## config.mk

```make
export PLATFORM = sky130hd
export DESIGN_NAME = ser_shift_rx
export DESIGN_NICKNAME = d
export VERILOG_FILES = /design/src/rtl/ser_shift_rx.sv
export SDC_FILE = /design/constraint.sdc
export NUM_CORES = 1
export LEC_CHECK = 0
export ABC_AREA = 1
export CAP_MARGIN = 5
export CORE_UTILIZATION = 40
export DETAILED_ROUTE_END_ITERATION = 10
export PLACE_DENSITY = 0.59
export SLEW_MARGIN = 15
export SYNTH_ARGS = -nofsm -noshare
export SYNTH_HDL_FRONTEND = slang
export SYNTH_SLANG_ARGS = --single-unit
```

## constraint.sdc

```tcl
create_clock -name clk_i -period 3.2 [get_ports clk_i]
set_clock_uncertainty 0.1 [all_clocks]
set_input_delay 0.48 -clock clk_i [delete_from_list [all_inputs] [get_ports clk_i]]
set_output_delay 0.48 -clock clk_i [all_outputs]
set_load 0.05 [all_outputs]
```

## src/rtl/ser_shift_rx.sv

```systemverilog
// ---------------------------------------------------------------------------
// ser_shift_rx
//
// Receives a word from a slow, externally clocked serial link (shift clock
// cp_i plus data dat_i, both asynchronous to clk_i), assembles it into a DW-bit
// word and presents it on a one-deep valid/ready holding register.
//
// Parameters
//   DW         serial word width in bits (2..32)
//   GAP_CYC    clk_i cycles without a cp_i rise that abort a partial word
//   MSB_FIRST  1: first received bit ends up in data_o[DW-1]
//              0: first received bit ends up in data_o[0]
//
// Ports
//   clk_i    in   sole clock, rising edge
//   rst_n    in   asynchronous active-low reset
//   cp_i     in   serial shift clock; data is taken on its rising edge
//   dat_i    in   serial data
//   data_o   out  last completed word, held until the next load
//   valid_o  out  data_o holds a word not yet accepted
//   ready_i  in   consumer accepts data_o when valid_o & ready_i
//   busy_o   out  a partial word is being assembled
//   ovf_o    out  sticky: a completed word was dropped (holding reg full)
//   clr_i    in   synchronous clear of ovf_o (a same-cycle drop wins)
// ---------------------------------------------------------------------------
module ser_shift_rx #(
    parameter int DW        = 8,
    parameter int GAP_CYC   = 1000,
    parameter bit MSB_FIRST = 1'b1
) (
    input  logic          clk_i,
    input  logic          rst_n,
    input  logic          cp_i,
    input  logic          dat_i,
    output logic [DW-1:0] data_o,
    output logic          valid_o,
    input  logic          ready_i,
    output logic          busy_o,
    output logic          ovf_o,
    input  logic          clr_i
);

    localparam int CW = $clog2(DW);
    localparam int GW = $clog2(GAP_CYC + 1);

    typedef enum logic {
        IDLE  = 1'b0,
        SHIFT = 1'b1
    } state_t;

    // -----------------------------------------------------------------------
    // Input synchronizers and rise detection
    // -----------------------------------------------------------------------
    logic       cp_s1, cp_s2, cp_prev;
    logic       dat_s1, dat_s2;
    logic [1:0] fill_q;   // shifts in 1s after reset: fill_q[1] => cp_s2 is real
    logic       armed_q;  // set once a genuine low level of cp has been seen
    logic       cp_rise;

    // NOTE: two flops per asynchronous input bound metastability; the value
    // out of the second flop is the only one any logic may look at.
    // NOTE: sequential state is written with non-blocking assignments so every
    // flop samples the pre-edge value of its neighbours, like real hardware.
    always_ff @(posedge clk_i or negedge rst_n) begin
        if (!rst_n) begin
            cp_s1   <= 1'b0;
            cp_s2   <= 1'b0;
            cp_prev <= 1'b0;
            dat_s1  <= 1'b0;
            dat_s2  <= 1'b0;
            fill_q  <= 2'b00;
            armed_q <= 1'b0;
        end else begin
            cp_s1   <= cp_i;
            cp_s2   <= cp_s1;
            cp_prev <= cp_s2;
            dat_s1  <= dat_i;
            dat_s2  <= dat_s1;
            fill_q  <= {fill_q[0], 1'b1};
            // The chain resets to 0, so a cp_i already high at release would
            // look like a rise. Only arm once the pipeline carries real input
            // and that input has been observed low.
            armed_q <= armed_q | (fill_q[1] & ~cp_s2);
        end
    end

    assign cp_rise = cp_s2 & ~cp_prev & armed_q;

    // -----------------------------------------------------------------------
    // Word assembly FSM
    // -----------------------------------------------------------------------
    state_t        state_q, state_d;
    logic [CW-1:0] cnt_q, cnt_d;
    logic [GW-1:0] gap_q, gap_d;
    logic [DW-1:0] shreg_q, shreg_d;
    logic [DW-1:0] base, shifted;
    logic          gap_expired;
    logic          in_word;
    logic          complete;

    assign gap_expired = (state_q == SHIFT) && (gap_q == GW'(GAP_CYC));
    // A timed-out word is abandoned in the same cycle, so a coincident rise
    // becomes bit 0 of a fresh word rather than being lost.
    assign in_word     = (state_q == SHIFT) && !gap_expired;
    assign base        = in_word ? shreg_q : '0;
    assign shifted     = MSB_FIRST ? {base[DW-2:0], dat_s2}
                                   : {dat_s2, base[DW-1:1]};

    always_ff @(posedge clk_i or negedge rst_n) begin
        if (!rst_n) begin
            state_q <= IDLE;
            cnt_q   <= '0;
            gap_q   <= '0;
            shreg_q <= '0;
        end else begin
            state_q <= state_d;
            cnt_q   <= cnt_d;
            gap_q   <= gap_d;
            shreg_q <= shreg_d;
        end
    end

    // NOTE: every output of this block gets a default first; a path that
    // leaves one unassigned would infer a latch.
    always_comb begin
        state_d  = state_q;
        cnt_d    = cnt_q;
        gap_d    = gap_q;
        shreg_d  = shreg_q;
        complete = 1'b0;

        case (state_q)
            IDLE: begin
                gap_d = '0;
                if (cp_rise) begin
                    state_d = SHIFT;
                    cnt_d   = CW'(1);
                    shreg_d = shifted;
                end
            end
            SHIFT: begin
                if (cp_rise) begin
                    gap_d = '0;
                    if (!in_word) begin
                        state_d = SHIFT;
                        cnt_d   = CW'(1);
                        shreg_d = shifted;
                    end else if (cnt_q == CW'(DW - 1)) begin
                        complete = 1'b1;
                        state_d  = IDLE;
                        cnt_d    = '0;
                        shreg_d  = '0;
                    end else begin
                        cnt_d   = cnt_q + CW'(1);
                        shreg_d = shifted;
                    end
                end else if (gap_expired) begin
                    // Link went quiet mid-word: discard silently.
                    state_d = IDLE;
                    cnt_d   = '0;
                    gap_d   = '0;
                    shreg_d = '0;
                end else begin
                    // gap_q < GAP_CYC here, so this saturates at GAP_CYC.
                    gap_d = gap_q + GW'(1);
                end
            end
            default: begin
                state_d = IDLE;
                cnt_d   = '0;
                gap_d   = '0;
                shreg_d = '0;
            end
        endcase
    end

    assign busy_o = (state_q == SHIFT);

    // -----------------------------------------------------------------------
    // Holding register and overflow flag
    // -----------------------------------------------------------------------
    logic accept;
    logic hold_free;

    assign accept    = valid_o & ready_i;
    assign hold_free = ~valid_o | ready_i;

    always_ff @(posedge clk_i or negedge rst_n) begin
        if (!rst_n) begin
            data_o  <= '0;
            valid_o <= 1'b0;
            ovf_o   <= 1'b0;
        end else begin
            if (complete && hold_free) begin
                // Covers the accept-and-reload cycle: valid_o stays high.
                data_o  <= shifted;
                valid_o <= 1'b1;
            end else if (accept) begin
                valid_o <= 1'b0;
            end

            if (complete && !hold_free) begin
                ovf_o <= 1'b1;
            end else if (clr_i) begin
                ovf_o <= 1'b0;
            end
        end
    end

endmodule

```

# [Yosys cells after proc, flatten, opt, wreduce, memory -nomap -nowiden]
# Cells that the tools add are included.
[totals] register_bits=39 output_inout_bits=11 word_cells=69
[classes] add_sub_neg=2 n_eq_ne=4 n_mux=30 n_bitwise=10 reduce_logical=9
[op_table] cell="2-to-1 mux 7 bit" n=6
[op_table] cell="2-to-1 mux 10 bit" n=2
[op_table] cell="case mux 10 bit (2 select lines)" n=1
[op_table] cell="2-to-1 mux 3 bit" n=5
[op_table] cell="case mux 7 bit (2 select lines)" n=1
[op_table] cell="2-to-1 mux 1 bit" n=13
[op_table] cell="adder 10 x 1 -> 10 bit, second input constant" n=1
[op_table] cell="== test 10 bit, second input constant" n=1
[op_table] cell="case mux 3 bit (2 select lines)" n=1
[op_table] cell="AND 1 bit" n=4
[op_table] cell="logical AND 1 bit" n=4
[op_table] cell="inverter 1 bit" n=4
[op_table] cell="nonzero test 2 bit" n=2
[op_table] cell="adder 3 x 1 -> 3 bit, second input constant" n=1
[op_table] cell="== test 3 bit, second input constant" n=1
[op_table] cell="inequality test 3 x 2 -> 1 bit, second input constant" n=1
[op_table] cell="logical NOT 1 bit" n=2
[op_table] cell="inequality test 2 bit, second input constant" n=1
[op_table] cell="bitwise OR 1 bit" n=2
[op_table] cell="case mux 1 bit (2 select lines)" n=1
[op_table] cell="AND reduction 2 bit" n=1

# [Logic depth before layout (Yosys ltp)]
# Gate-level depths: netlist of run 1.
[depth] ltp_word=9 mapped_depth=10

# [Least setup slack after synthesis of run 1]
# Ideal clock, no wire load.
[synth_path] kind="register -> register" start="register valid_o" end="register data_o[0]" setup_ps=123 arrival_time_ps=1373 required_time_ps=2977 setup_slack_ps=1605 path_stages_with_launch=6 n_path_buf=0 synth_period_minus_slack_ps=1595 cell_sequence="dfrtp_1 inv_1 nor2_2 clkinv_1 nand3_1 nand2_1"
[synth_between] elab_chain_cells=3
[synth_rtl] item="from (decl)" line="36" source="output logic valid_o,"
[synth_rtl] item="from (signal assigned)" line="191" source="valid_o <= 1'b0;"
[synth_rtl] item="from (signal assigned)" line="197" source="valid_o <= 1'b1;"
[synth_rtl] item="from (signal assigned)" line="199" source="valid_o <= 1'b0;"
[synth_rtl] item="inverter 1 bit" line="186" source="assign hold_free = ~valid_o | ready_i;"
[synth_rtl] item="bitwise OR 1 bit" line="186"
[synth_rtl] item="logical AND 1 bit" line="194" source="if (complete && hold_free) begin"
[synth_rtl] item="to (signal assigned)" line="196" source="data_o <= shifted;"
[synth_rtl] item="to (decl)" line="35" source="output logic [DW-1:0] data_o,"
# Every way passes these cells.
# A chain may end at the register's enable or synchronous reset.

# [Worst setup path after layout of run 1]
[layout_path] start="register state_q, in the netlist busy_o" end="output port busy_o"
[layout_rtl] item="from (decl)" line="92" source="state_t state_q, state_d;"
[layout_rtl] item="from (signal assigned)" line="116" source="state_q <= state_d;"
[layout_rtl] item="to (decl)" line="38" source="output logic busy_o,"
# No word-level cell between the ends.

==> results of run 1 <==
[Yosys cell counts, drive strengths merged, types with 2 or more instances]
master,n,area (sq um)
nor3b,3,27.5
nand2,27,111
xor2,2,17.5
o21bai,8,60.1
nand3,23,125
dfrtp,39,976
inv,34,130
nor2,24,103
nand4,5,43.8
nor3,4,36.3
o21ai,12,60.1
ha,4,50.1
[power groups by stage]
stage / registers [mW] / logic [mW] / clock network [mW]
after floorplan: 0.581 / 0.0769 / 0
after global placement: 0.560 / 0.143 / 0
after detailed placement: 0.561 / 0.145 / 0
after CTS: 0.551 / 0.145 / 0.328
after global routing: 0.556 / 0.164 / 0.354
final: 0.552 / 0.142 / 0.308
[metal layers]
layer / wire, um / up-vias / global-route usage / part of all wire
li1: - / 654 / - / -
met1: 1550 / 608 / 0.224 / 0.50
met2: 1390 / 18 / 0.250 / 0.45
met3: 118 / 6 / 0.0543 / 0.038
met4: 55 / 0 / 0.0612 / 0.018
met5: 0 / - / 0 / 0
[layout by cell type (no fill, tap or decap), types with 2 or more instances in the layout]
cell / Yosys / routed
dfrtp_1: 39 / 39
inv_1: 31 / 31
nand2_1: 25 / 25
nor2_1: 21 / 21
nand3_1: 21 / 21
clkdlybuf4s50_1: 0 / 15
o21ai_0: 9 / 9
o21bai_1: 8 / 8
clkbuf_8: 0 / 5
ha_1: 4 / 4
nand4_1: 3 / 3
o21ai_1: 3 / 3
inv_2: 2 / 2
nor2_2: 2 / 2
nand3_2: 2 / 2
xor2_1: 2 / 2
nor3_1: 2 / 2
nor3b_1: 2 / 2
nand4_2: 2 / 2
clkbuf_1: 1 / 2
[worst min-delay path by stage]
stage          slack (ps)  cells after the start            endpoint
4_1_cts               230                      1  gap_q[2]$_DFF_PN0_
2_1_floorplan          80                      0   armed_q$_DFF_PN0_
3_5_place_dp          240                      0    dat_s2$_DFF_PN0_
3_3_place_gp          230                      0    dat_s2$_DFF_PN0_
6_report              200                      1  gap_q[7]$_DFF_PN0_
5_1_grt               260                      0    dat_s2$_DFF_PN0_
[cells by family after synthesis]
family	Yosys count	synth area share
simple gates	87	0.254
compound gates	22	0.0738
xor+xnor	2	0.00984
buf+inv	37	0.0836
other cells	1	0.00211
fa+ha+maj	4	0.0281
flops	39	0.548
[state kept, by name (all words and copies together) (netlist names)]
register,flops
armed_q,1
busy_o,1
cnt_q,3
cp_prev,1
cp_s1,1
cp_s2,1
dat_s1,1
dat_s2,1
data_o,8
fill_q,2
gap_q,10
ovf_o,1
shreg_q,7
valid_o,1
[stage by stage]
step	setup WS [ps]	hold WS [ps]	std cells	utilization
6_report	1010	198	264	0.498
5_1_grt	942	258	264	0.498
4_1_cts	972	233	264	0.498
3_5_place_dp	1180	236	256	0.479
3_3_place_gp	1240	232	256	0.479
2_1_floorplan	1600	84.4	192	-
[area by class of cell]
| class | count | area (sq um) | share of cell area |
|---|---|---|---|
| multi-input combinational | 116 | 656 | 0.318 |
| clock buffer | 7 | 76.3 | 0.0370 |
| tap | 50 | 62.6 | 0.0303 |
| sequential | 39 | 976 | 0.473 |
| timing repair buffer | 16 | 155 | 0.0752 |
| inverter | 35 | 134 | 0.0648 |
| clock inverter | 1 | 5.00 | 0.00242 |
==> metrics.txt, run 1 <==
# TYPE chip_impl_metric gauge
chip_impl_metric{name="num-fill-cells",unit=""} 404
chip_impl_info{name="critical_path.startpoint",value="busy_o$_DFF_PN0_"} 1
chip_impl_metric{name="placement.io_buffers",unit=""} 16
chip_impl_metric{name="drt.antenna.violating_nets",unit=""} 0
chip_impl_metric{name="placement_rows",unit=""} 23
chip_impl_metric{name="p_clk_frac",unit=""} 0.308
chip_impl_metric{name="timing.critical_path.buf_inv",unit=""} 1
chip_impl_metric{name="wl_per_cell",unit="um"} 11.8
chip_impl_metric{name="ys.warnings.count",unit=""} 0
chip_impl_metric{name="yosysUniqueCellTypes",unit=""} 31
chip_impl_metric{name="grt_start_max_net_pins",unit=""} 40
chip_impl_metric{name="cts_inserted_buffers",unit=""} 5
chip_impl_metric{name="power_density",unit="nW/um^2"} 486
chip_impl_metric{name="routed_wl",unit="um"} 3110
chip_impl_metric{name="combinationalPowerShare",unit=""} 0.142
chip_impl_info{name="cts_tree",value="done"} 1
chip_impl_metric{name="ioPinCount",unit=""} 17
chip_impl_metric{name="seq_power_share",unit=""} 0.550
chip_impl_metric{name="hold_viol",unit=""} 0
chip_impl_metric{name="worst_slew_pin_slew",unit="ps"} 844
chip_impl_metric{name="die_height",unit="um"} 68.7
chip_impl_metric{name="fmax",unit="GHz"} 0.456
chip_impl_metric{name="yosysSeqAreaShare",unit=""} 0.548
chip_impl_metric{name="power.switching_fraction",unit=""} 0.271
chip_impl_metric{name="synthesis.nets",unit=""} 202
chip_impl_metric{name="replace_congestion",unit=""} 0.772
chip_impl_metric{name="cts.sinks",unit=""} 39
chip_impl_metric{name="rrSetupSlack",unit="ps"} 1510
chip_impl_metric{name="grt-ovfl-total",unit=""} 0
chip_impl_metric{name="power.leakage",unit="nW"} 0.940
chip_impl_info{name="cp-endpoint",value="busy_o"} 1
chip_impl_metric{name="final_setup_violations",unit=""} 0
chip_impl_metric{name="route.vias.total",unit=""} 1286
chip_impl_metric{name="fp.dieW",unit="um"} 68.7
chip_impl_metric{name="fin_nets",unit=""} 223
chip_impl_metric{name="cts_max_path_buffers",unit=""} 2
chip_impl_metric{name="max-vdd-ir-drop",unit="mV"} 0.311
chip_impl_info{name="top_ff_cell_synth",value="dfrtp_1"} 1
chip_impl_info{name="clock_tree.root_cell",value="clkbuf_8"} 1
chip_impl_metric{name="post_drt_via_cell_ratio",unit=""} 4.87
chip_impl_metric{name="full_die_area",unit="sq um"} 4720
chip_impl_metric{name="worst-path-stages",unit=""} 1
chip_impl_metric{name="totalPowerFinal",unit="mW"} 1.00
chip_impl_metric{name="async_flop_share",unit=""} 1.00
chip_impl_info{name="start_kind",value="flip-flop"} 1
chip_impl_metric{name="worst_ep_arrival_time",unit="ps"} 1610
chip_impl_metric{name="cts_hold_repair.buffers",unit=""} 0
chip_impl_metric{name="detail_route.first_pass.iterations",unit=""} 4
chip_impl_metric{name="core-area",unit="sq um"} 4140
chip_impl_metric{name="grt_pass1_wl",unit="um"} 5680
chip_impl_metric{name="estimated_wirelength_of_the_detail_placed_design",unit="um"} 2190
chip_impl_metric{name="syn2layout_area_growth",unit="%"} 16.0
chip_impl_metric{name="share_of_the_cycle_needed_by_the_critical_path_after_routing",unit=""} 0.686
chip_impl_metric{name="initial_core_util",unit=""} 0.430
chip_impl_metric{name="layout_min_cycle_time",unit="ps"} 2190
chip_impl_info{name="hold_path_class",value="input pin to asynchronous set/reset pin"} 1
chip_impl_metric{name="data_required_critical_path",unit="ps"} 2620
chip_impl_metric{name="postSynthRegisterBits",unit=""} 39
chip_impl_metric{name="synth_edf_count",unit=""} 0
chip_impl_metric{name="insertedDiodeCount",unit=""} 0
chip_impl_info{name="path_class",value="flip-flop to output port"} 1
chip_impl_metric{name="drt-initial-drc-count",unit=""} 65
chip_impl_metric{name="intPower",unit="uW"} 731
chip_impl_info{name="cells_along_the_critical_path",value="clkdlybuf4s50_1"} 1
chip_impl_metric{name="worstRegToRegCells",unit=""} 9
chip_impl_metric{name="htree_num_levels",unit=""} 2
chip_impl_metric{name="syn_area",unit="sq um"} 1780
chip_impl_metric{name="synthCells",unit=""} 192
chip_impl_metric{name="crit_fanout",unit=""} 5
chip_impl_metric{name="drive_gt1_frac",unit=""} 0.107
chip_impl_metric{name="initial_antenna_violation_count",unit=""} 0
chip_impl_metric{name="clock_insertion_delay_worst_skew",unit="ps"} 280
chip_impl_info{name="critical_path.slowest_cell",value="clkdlybuf4s50_1"} 1
chip_impl_info{name="run_status",value="complete, no violations"} 1
chip_impl_info{name="reg2reg_from",value="gap_q[0]$_DFF_PN0_"} 1
chip_impl_metric{name="drv_slew",unit=""} 0
chip_impl_metric{name="netSwitchingPower",unit="uW"} 272
chip_impl_metric{name="cts_repair_resize_count",unit=""} 0
chip_impl_metric{name="maxCapViolCount",unit=""} 0
chip_impl_metric{name="grt.total_usage",unit=""} 0.167
chip_impl_metric{name="drt_drc_violations_left",unit=""} 0
chip_impl_metric{name="cts.reportedPaths.clkPinSlew",unit="ps"} 70
chip_impl_metric{name="synthesis.area_per_instance",unit="sq um"} 9.27
chip_impl_info{name="critical_path.top_delay_family",value="buffers and inverters"} 1
chip_impl_info{name="critical_path.reg2reg.endpoint",value="busy_o$_DFF_PN0_"} 1
chip_impl_metric{name="worst_slew_margin_rel",unit=""} 0.437
chip_impl_metric{name="post-cts-setup-buffer-count",unit=""} 0
chip_impl_metric{name="fin_setup_tns",unit="ps"} 0
chip_impl_metric{name="worst_path_largest_cell_delay",unit="ps"} 850
chip_impl_info{name="unrepaired_setup_endpoints_after_global_routing",value="no"} 1
chip_impl_info{name="worst_setup_path_end_kind",value="output port"} 1
chip_impl_metric{name="grt_pass1_vias",unit=""} 1245
chip_impl_metric{name="fin_area",unit="sq um"} 2060
chip_impl_metric{name="placement.cell_area",unit="sq um"} 1980
(Power assumes the default switching activity.)
==> run 2: changes to the inputs <==
PLACE_DENSITY = 0.61   (was 0.59)
clock period = 1.9 ns   (was 3.2 ns; I/O delays follow)
==> run 2 against run 1 <==
Effect of this change: via count is 0.47% lower; critical path type unchanged; final cell count rose by 0.38%; global-route usage shrank 0.44 points; hold slack gained 53 ps; clock power up 64%; utilization rose by 0.63 points; power is 67% higher.
==> metrics.txt, run 2 (synthesis gave the netlist of run 1 again) <==
# TYPE chip_impl_metric gauge
chip_impl_info{name="run_status",value="complete, no violations"} 1
chip_impl_metric{name="data_required_critical_path",unit="ps"} 1510
chip_impl_metric{name="placement_rows",unit=""} 23
chip_impl_metric{name="worst_ep_arrival_time",unit="ps"} 1440
chip_impl_metric{name="ioPinCount",unit=""} 17
chip_impl_info{name="start_kind",value="flip-flop"} 1
chip_impl_metric{name="hold_viol",unit=""} 0
chip_impl_metric{name="layout_min_cycle_time",unit="ps"} 1830
chip_impl_metric{name="num-fill-cells",unit=""} 396
chip_impl_metric{name="initial_core_util",unit=""} 0.430
chip_impl_metric{name="fmax",unit="GHz"} 0.548
chip_impl_metric{name="wl_per_cell",unit="um"} 11.5
chip_impl_metric{name="crit_fanout",unit=""} 2
chip_impl_metric{name="syn2layout_area_growth",unit="%"} 17.4
chip_impl_info{name="min-delay-start",value="dat_s1$_DFF_PN0_"} 1
chip_impl_metric{name="share_of_the_cycle_needed_by_the_critical_path_after_routing",unit=""} 0.961
chip_impl_metric{name="met3_usage",unit=""} 0.0543
chip_impl_metric{name="fin_area",unit="sq um"} 2090
chip_impl_metric{name="maxCapViolCount",unit=""} 0
chip_impl_info{name="clock_tree.root_cell",value="clkbuf_8"} 1
chip_impl_metric{name="final_util",unit=""} 0.505
chip_impl_info{name="unrepaired_setup_endpoints_after_global_routing",value="no"} 1
chip_impl_info{name="layout.cells.most_common",value="dfrtp_1"} 1
chip_impl_metric{name="core-area",unit="sq um"} 4140
chip_impl_metric{name="global_route.usage.met1",unit=""} 0.208
chip_impl_info{name="largest-register",value="gap_q"} 1
chip_impl_metric{name="rrSetupSlack",unit="ps"} 240
chip_impl_metric{name="fin_nets",unit=""} 226
chip_impl_metric{name="estimated_wirelength_of_the_detail_placed_design",unit="um"} 2220
chip_impl_metric{name="drt-initial-drc-count",unit=""} 92
chip_impl_metric{name="drv_slew",unit=""} 0
chip_impl_metric{name="gr-usage-met2",unit=""} 0.256
chip_impl_metric{name="fin_setup_tns",unit="ps"} 0
chip_impl_metric{name="replace_congestion",unit=""} 0.788
chip_impl_metric{name="hold_ws",unit="ps"} 251
chip_impl_metric{name="cts_repair_resize_count",unit=""} 0
chip_impl_metric{name="drt.antenna.violating_nets",unit=""} 0
chip_impl_metric{name="grt_pass1_wl",unit="um"} 5550
chip_impl_metric{name="power_density",unit="nW/um^2"} 803
chip_impl_metric{name="placement.cell_area",unit="sq um"} 2010
chip_impl_metric{name="drt_drc_violations_left",unit=""} 0
chip_impl_metric{name="grt_start_max_net_pins",unit=""} 22
chip_impl_metric{name="grt.total_usage",unit=""} 0.162
chip_impl_metric{name="worst_slew_margin_rel",unit=""} 0.656
chip_impl_info{name="global_route.peak_usage_layer",value="met2"} 1
chip_impl_metric{name="power.leakage",unit="nW"} 0.955
chip_impl_metric{name="post_drt_via_cell_ratio",unit=""} 4.83
chip_impl_info{name="reg2reg_from",value="gap_q[0]$_DFF_PN0_"} 1
chip_impl_metric{name="fp.dieW",unit="um"} 68.7
chip_impl_info{name="largest_registers",value="gap_q (10), data_o (8), shreg_q (7)"} 1
chip_impl_metric{name="die_height",unit="um"} 68.7
chip_impl_metric{name="route.vias.total",unit=""} 1280
chip_impl_metric{name="insertedDiodeCount",unit=""} 0
chip_impl_info{name="cts_tree",value="done"} 1
chip_impl_info{name="hold_path_class",value="flip-flop to flip-flop"} 1
chip_impl_metric{name="full_die_area",unit="sq um"} 4720
chip_impl_metric{name="worst_path_largest_cell_delay",unit="ps"} 810
chip_impl_metric{name="largest_reg_flops",unit=""} 10
chip_impl_metric{name="routed_wl",unit="um"} 3060
chip_impl_metric{name="cts_max_path_buffers",unit=""} 2
chip_impl_metric{name="grt-ovfl-total",unit=""} 0
chip_impl_info{name="critical_path.slowest_cell",value="clkdlybuf4s50_1"} 1
chip_impl_info{name="path_class",value="flip-flop to output port"} 1
chip_impl_info{name="worst_setup_path_end_kind",value="output port"} 1
chip_impl_metric{name="cts.reportedPaths.clkPinSlew",unit="ps"} 70
chip_impl_metric{name="drive_gt1_frac",unit=""} 0.116
chip_impl_metric{name="cts.sinks",unit=""} 39
chip_impl_metric{name="htree_num_levels",unit=""} 2
chip_impl_metric{name="timing.critical_path.buf_inv",unit=""} 1
chip_impl_metric{name="grt_pass1_vias",unit=""} 1262
chip_impl_info{name="critical_path.top_delay_family",value="buffers and inverters"} 1
chip_impl_metric{name="placement.io_buffers",unit=""} 16
chip_impl_metric{name="worst_slew_pin_slew",unit="ps"} 515
chip_impl_info{name="mostFrequentLayoutCells",value="dfrtp_1 (39), inv_1 (31), nand2_1 (25)"} 1
chip_impl_metric{name="final_setup_violations",unit=""} 0
chip_impl_metric{name="max-vdd-ir-drop",unit="mV"} 0.441
chip_impl_info{name="critical_path.startpoint",value="data_o[1]$_DFFE_PN0P_"} 1
chip_impl_metric{name="detail_route.first_pass.iterations",unit=""} 4
chip_impl_metric{name="initial_antenna_violation_count",unit=""} 0
chip_impl_metric{name="clock_insertion_delay_worst_skew",unit="ps"} 290
chip_impl_metric{name="cts_inserted_buffers",unit=""} 5
chip_impl_info{name="cells_along_the_critical_path",value="clkdlybuf4s50_1"} 1
-- run 2: cell count changes in the layout (fill, tap and decap cells not counted) --
| cell | before | now |
|---|---|---|
| clkbuf_1 | 2 | 1 |
| buf_12 | 0 | 1 |
| clkinv_2 | 1 | 0 |
| buf_4 | 0 | 2 |
| clkdlybuf4s50_1 | 15 | 14 |
| dlygate4sd3_1 | 0 | 1 |
-- run 2: layer usage --
| metal | share of wire | vias up |
|---|---|---|
| li1 | - | 651 |
| met1 | 0.51 | 600 |
| met2 | 0.44 | 27 |
| met3 | 0.049 | 2 |
| met4 | 0.0075 | 0 |
| met5 | 0 | - |
-- run 2: worst paths after layout --
path,endpoint,depth (start not counted)
min in group asynchronous,cnt_q[2]$_DFFE_PN0P_,2
max in group asynchronous,shreg_q[5]$_DFFE_PN0P_,3
min reg2reg,dat_s2$_DFF_PN0_,0
min,dat_s2$_DFF_PN0_,0
max,data_o[1],1
max reg2reg,shreg_q[1]$_DFFE_PN0P_,6
-- run 2: stage by stage --
stage	setup slack (ps)	instances	power, mW
after CTS	60.2	265	1.70
after detailed placement	224	258	1.19
after global routing	18.1	265	1.77
final	73.7	265	1.68
after global placement	317	258	1.18
after floorplan	305	192	1.11
-- run 2: final cells by class --
class                      count  area [sq um]  area share
inverter                      35           134      0.0640
sequential                    39           976       0.467
timing repair buffer          19           190      0.0910
multi-input combinational    116           656       0.314
clock buffer                   6          72.6      0.0347
tap                           50          62.6      0.0299
-- run 2: timing repair --
item                       in CTS  in global routing
hold buffers                    1                  0
hold endpoints to repair       20                  0
setup buffers                   0                  0
setup endpoints to repair       0                  0
-- run 2: power breakdown --
part,total [mW],internal [mW],switching [mW]
logic,0.245,0.0895,0.156
clock network,0.505,0.245,0.260
registers,0.928,0.888,0.0401
total,1.68,1.22,0.456
==> run 3: changes to the inputs <==
CORE_UTILIZATION = 50   (was 40)
PLACE_DENSITY = 0.74   (was 0.61)
==> run 3 against run 2 <==
Effect of this change: non-clock buffer count is the same; count of clock-buffer cells in the layout is the same; via count increased by 3.4%; combinational power rose by 2%; die area shrank 19%; register-to-register slack hardly changed; utilization up 11 points; first-iteration DRC count decreased by 29%; flip-flop and latch count did not move; hold slack improved by 8.5 ps; sequential power is essentially flat; cell area is 1.1% lower; critical endpoint is now shreg_q[0]$_DFFE_PN0P_; largest cell class unchanged; highest routed layer unchanged.
==> metrics.txt, run 3 (synthesis gave the netlist of run 1 again) <==
# TYPE chip_impl_metric gauge
chip_impl_info{name="cts_tree",value="done"} 1
chip_impl_metric{name="drive_gt1_frac",unit=""} 0.116
chip_impl_metric{name="grt_pass1_vias",unit=""} 1206
chip_impl_metric{name="insertedDiodeCount",unit=""} 0
chip_impl_metric{name="cts_max_path_buffers",unit=""} 2
chip_impl_metric{name="ioPinCount",unit=""} 17
chip_impl_metric{name="route.vias.total",unit=""} 1324
chip_impl_info{name="run_status",value="complete, no violations"} 1
chip_impl_metric{name="grt.total_usage",unit=""} 0.194
chip_impl_metric{name="worst_slew_margin_rel",unit=""} 0.659
chip_impl_metric{name="hold_crit_depth",unit=""} 0
chip_impl_metric{name="post-cts-setup-buffer-count",unit=""} 0
chip_impl_metric{name="grt_pass1_wl",unit="um"} 5220
chip_impl_metric{name="initial_antenna_violation_count",unit=""} 0
chip_impl_metric{name="cts_inserted_buffers",unit=""} 5
chip_impl_metric{name="drv_slew",unit=""} 0
chip_impl_metric{name="crit_fanout",unit=""} 10
chip_impl_metric{name="worstRegToRegCells",unit=""} 6
chip_impl_metric{name="fp.dieW",unit="um"} 61.7
chip_impl_metric{name="detail_route.wirelength.met1",unit="um"} 1430
chip_impl_metric{name="data_required_critical_path",unit="ps"} 2020
chip_impl_metric{name="totalPowerFinal",unit="mW"} 1.55
chip_impl_metric{name="maxCapViolCount",unit=""} 0
chip_impl_metric{name="layout_min_cycle_time",unit="ps"} 1660
chip_impl_metric{name="estimated_wirelength_of_the_detail_placed_design",unit="um"} 2340
chip_impl_info{name="worstHoldEndpoint",value="cp_s2$_DFF_PN0_"} 1
chip_impl_info{name="largest-register",value="gap_q"} 1
chip_impl_metric{name="wl_per_cell",unit="um"} 12.3
chip_impl_metric{name="replace_congestion",unit=""} 0.803
chip_impl_info{name="start_kind",value="flip-flop"} 1
chip_impl_metric{name="share_of_the_cycle_needed_by_the_critical_path_after_routing",unit=""} 0.875
chip_impl_metric{name="cts.sinks",unit=""} 39
chip_impl_metric{name="layout_setup_ws",unit="ps"} 238
chip_impl_info{name="largest_registers",value="gap_q (10), data_o (8), shreg_q (7)"} 1
chip_impl_metric{name="placement_rows",unit=""} 21
chip_impl_info{name="layout.cells.most_common",value="dfrtp_1"} 1
chip_impl_metric{name="drt-initial-drc-count",unit=""} 65
chip_impl_metric{name="max-vdd-ir-drop",unit="mV"} 0.454
chip_impl_metric{name="worst_setup_slack_after_placement",unit="ps"} 245
chip_impl_metric{name="final_setup_violations",unit=""} 0
chip_impl_metric{name="power.leakage",unit="nW"} 1.02
chip_impl_info{name="hold_path_class",value="flip-flop to flip-flop"} 1
chip_impl_metric{name="syn2layout_area_growth",unit="%"} 16.2
chip_impl_metric{name="initial_core_util",unit=""} 0.529
chip_impl_metric{name="htree_num_levels",unit=""} 2
chip_impl_metric{name="core-area",unit="sq um"} 3360
chip_impl_info{name="worst_setup_path_end_kind",value="flip-flop"} 1
chip_impl_metric{name="cts.reportedPaths.clkPinSlew",unit="ps"} 100
chip_impl_metric{name="hold_viol",unit=""} 0
chip_impl_info{name="clock_tree.root_cell",value="clkbuf_4"} 1
chip_impl_metric{name="detail_route.first_pass.iterations",unit=""} 4
chip_impl_metric{name="grt_start_max_net_pins",unit=""} 22
chip_impl_metric{name="worst_slew_pin_slew",unit="ps"} 511
chip_impl_metric{name="largest_reg_flops",unit=""} 10
chip_impl_metric{name="rrSetupSlack",unit="ps"} 240
chip_impl_info{name="mostFrequentLayoutCells",value="dfrtp_1 (39), inv_1 (31), nand2_1 (25)"} 1
chip_impl_info{name="routed.top_layer",value="met4"} 1
chip_impl_metric{name="post_drt_via_cell_ratio",unit=""} 5.07
chip_impl_metric{name="fmax",unit="GHz"} 0.602
chip_impl_metric{name="full_die_area",unit="sq um"} 3800
chip_impl_metric{name="power_density",unit="nW/um^2"} 747
chip_impl_metric{name="die_height",unit="um"} 61.7
chip_impl_metric{name="met2_length",unit="um"} 1600
chip_impl_metric{name="routed_wl",unit="um"} 3200
chip_impl_metric{name="grt-ovfl-total",unit=""} 0
chip_impl_info{name="path_class",value="flip-flop to flip-flop"} 1
chip_impl_metric{name="worst_ep_arrival_time",unit="ps"} 1780
chip_impl_info{name="unrepaired_setup_endpoints_after_global_routing",value="no"} 1
chip_impl_metric{name="met3_routed_length",unit="um"} 146
chip_impl_metric{name="drt.antenna.violating_nets",unit=""} 0
chip_impl_metric{name="fin_nets",unit=""} 226
chip_impl_metric{name="drt_drc_violations_left",unit=""} 0
chip_impl_info{name="min-delay-start",value="cp_s1$_DFF_PN0_"} 1
chip_impl_info{name="reg2reg_from",value="gap_q[0]$_DFF_PN0_"} 1
chip_impl_metric{name="fin_setup_tns",unit="ps"} 0
chip_impl_metric{name="clock_insertion_delay_worst_skew",unit="ps"} 330
chip_impl_info{name="critical_path.reg2reg.endpoint",value="shreg_q[0]$_DFFE_PN0P_"} 1
chip_impl_metric{name="placement.io_buffers",unit=""} 16
==> run 3: cell types whose count changed in the layout (fill, tap and decap cells not counted), sizes merged <==
cell,delta
dlygate4sd2,+3
dlymetal6s2s,+7
clkdlybuf4s50,-10
==> run 3: where the power goes <==
group | switching (mW) | total (mW) | leakage [nW] | internal, mW
combinational | 0.160 | 0.249 | 0.499 | 0.0891
clock | 0.234 | 0.366 | 0.0242 | 0.132
sequential | 0.0430 | 0.931 | 0.494 | 0.888
total | 0.437 | 1.55 | 1.02 | 1.11
==> run 3: how the worst max path moves through the flow <==
| stage | startpoint | to | slack (ps) | cells past startpoint |
|---|---|---|---|---|
| floorplan | valid_o$_DFFE_PN0P_ | data_o[0]$_DFFE_PN0P_ | 300 | 5 |
| global placement | gap_q[0]$_DFF_PN0_ | gap_q[9]$_DFF_PN0_ | 320 | 9 |
| detailed placement | gap_q[0]$_DFF_PN0_ | shreg_q[6]$_DFFE_PN0P_ | 250 | 6 |
| CTS | data_o[7]$_DFFE_PN0P_ | data_o[7] | 1 | 1 |
| global route | gap_q[0]$_DFF_PN0_ | shreg_q[6]$_DFFE_PN0P_ | 60 | 6 |
| finish | gap_q[0]$_DFF_PN0_ | shreg_q[0]$_DFFE_PN0P_ | 240 | 6 |
==> run 3: timing repair <==
action	in CTS	in global routing
hold buffers	1	0
resized for setup	3	7
endpoints found under the setup margin	3	7
endpoints found under the hold margin	18	0
==> run 3: area by class of cell <==
cell class	count	area [sq um]
Fill cell	294	1290
Sequential cell	39	976
Multi-Input combinational cell	116	656
Timing Repair Buffer	19	204
Inverter	35	134
Tap cell	46	57.6
Clock buffer	6	41.3
==> run 3: per-layer routing <==
metal,track usage,vias up
li1,-,655
met1,0.255,635
met2,0.306,30
met3,0.0567,4
met4,0.0667,0
met5,0,-
==> run 3: critical path, stage by stage, from the launching register on <==
cell     delay (ps)
dfrtp_1         430
inv_1            80
ha_1            170
nor3b_1         240
nand4_2         290
nand3_1         170
o21ai_1          80
==> run 3: per-stage QoR <==
step	instance area, sq um	hold WS (ps)	std cells	util
after floorplan	1780	-111	192	-
after global placement	2000	162	254	0.596
after detailed placement	2000	163	254	0.596
after CTS	2050	263	261	0.610
after global routing	2070	266	261	0.615
final	2070	260	261	0.615
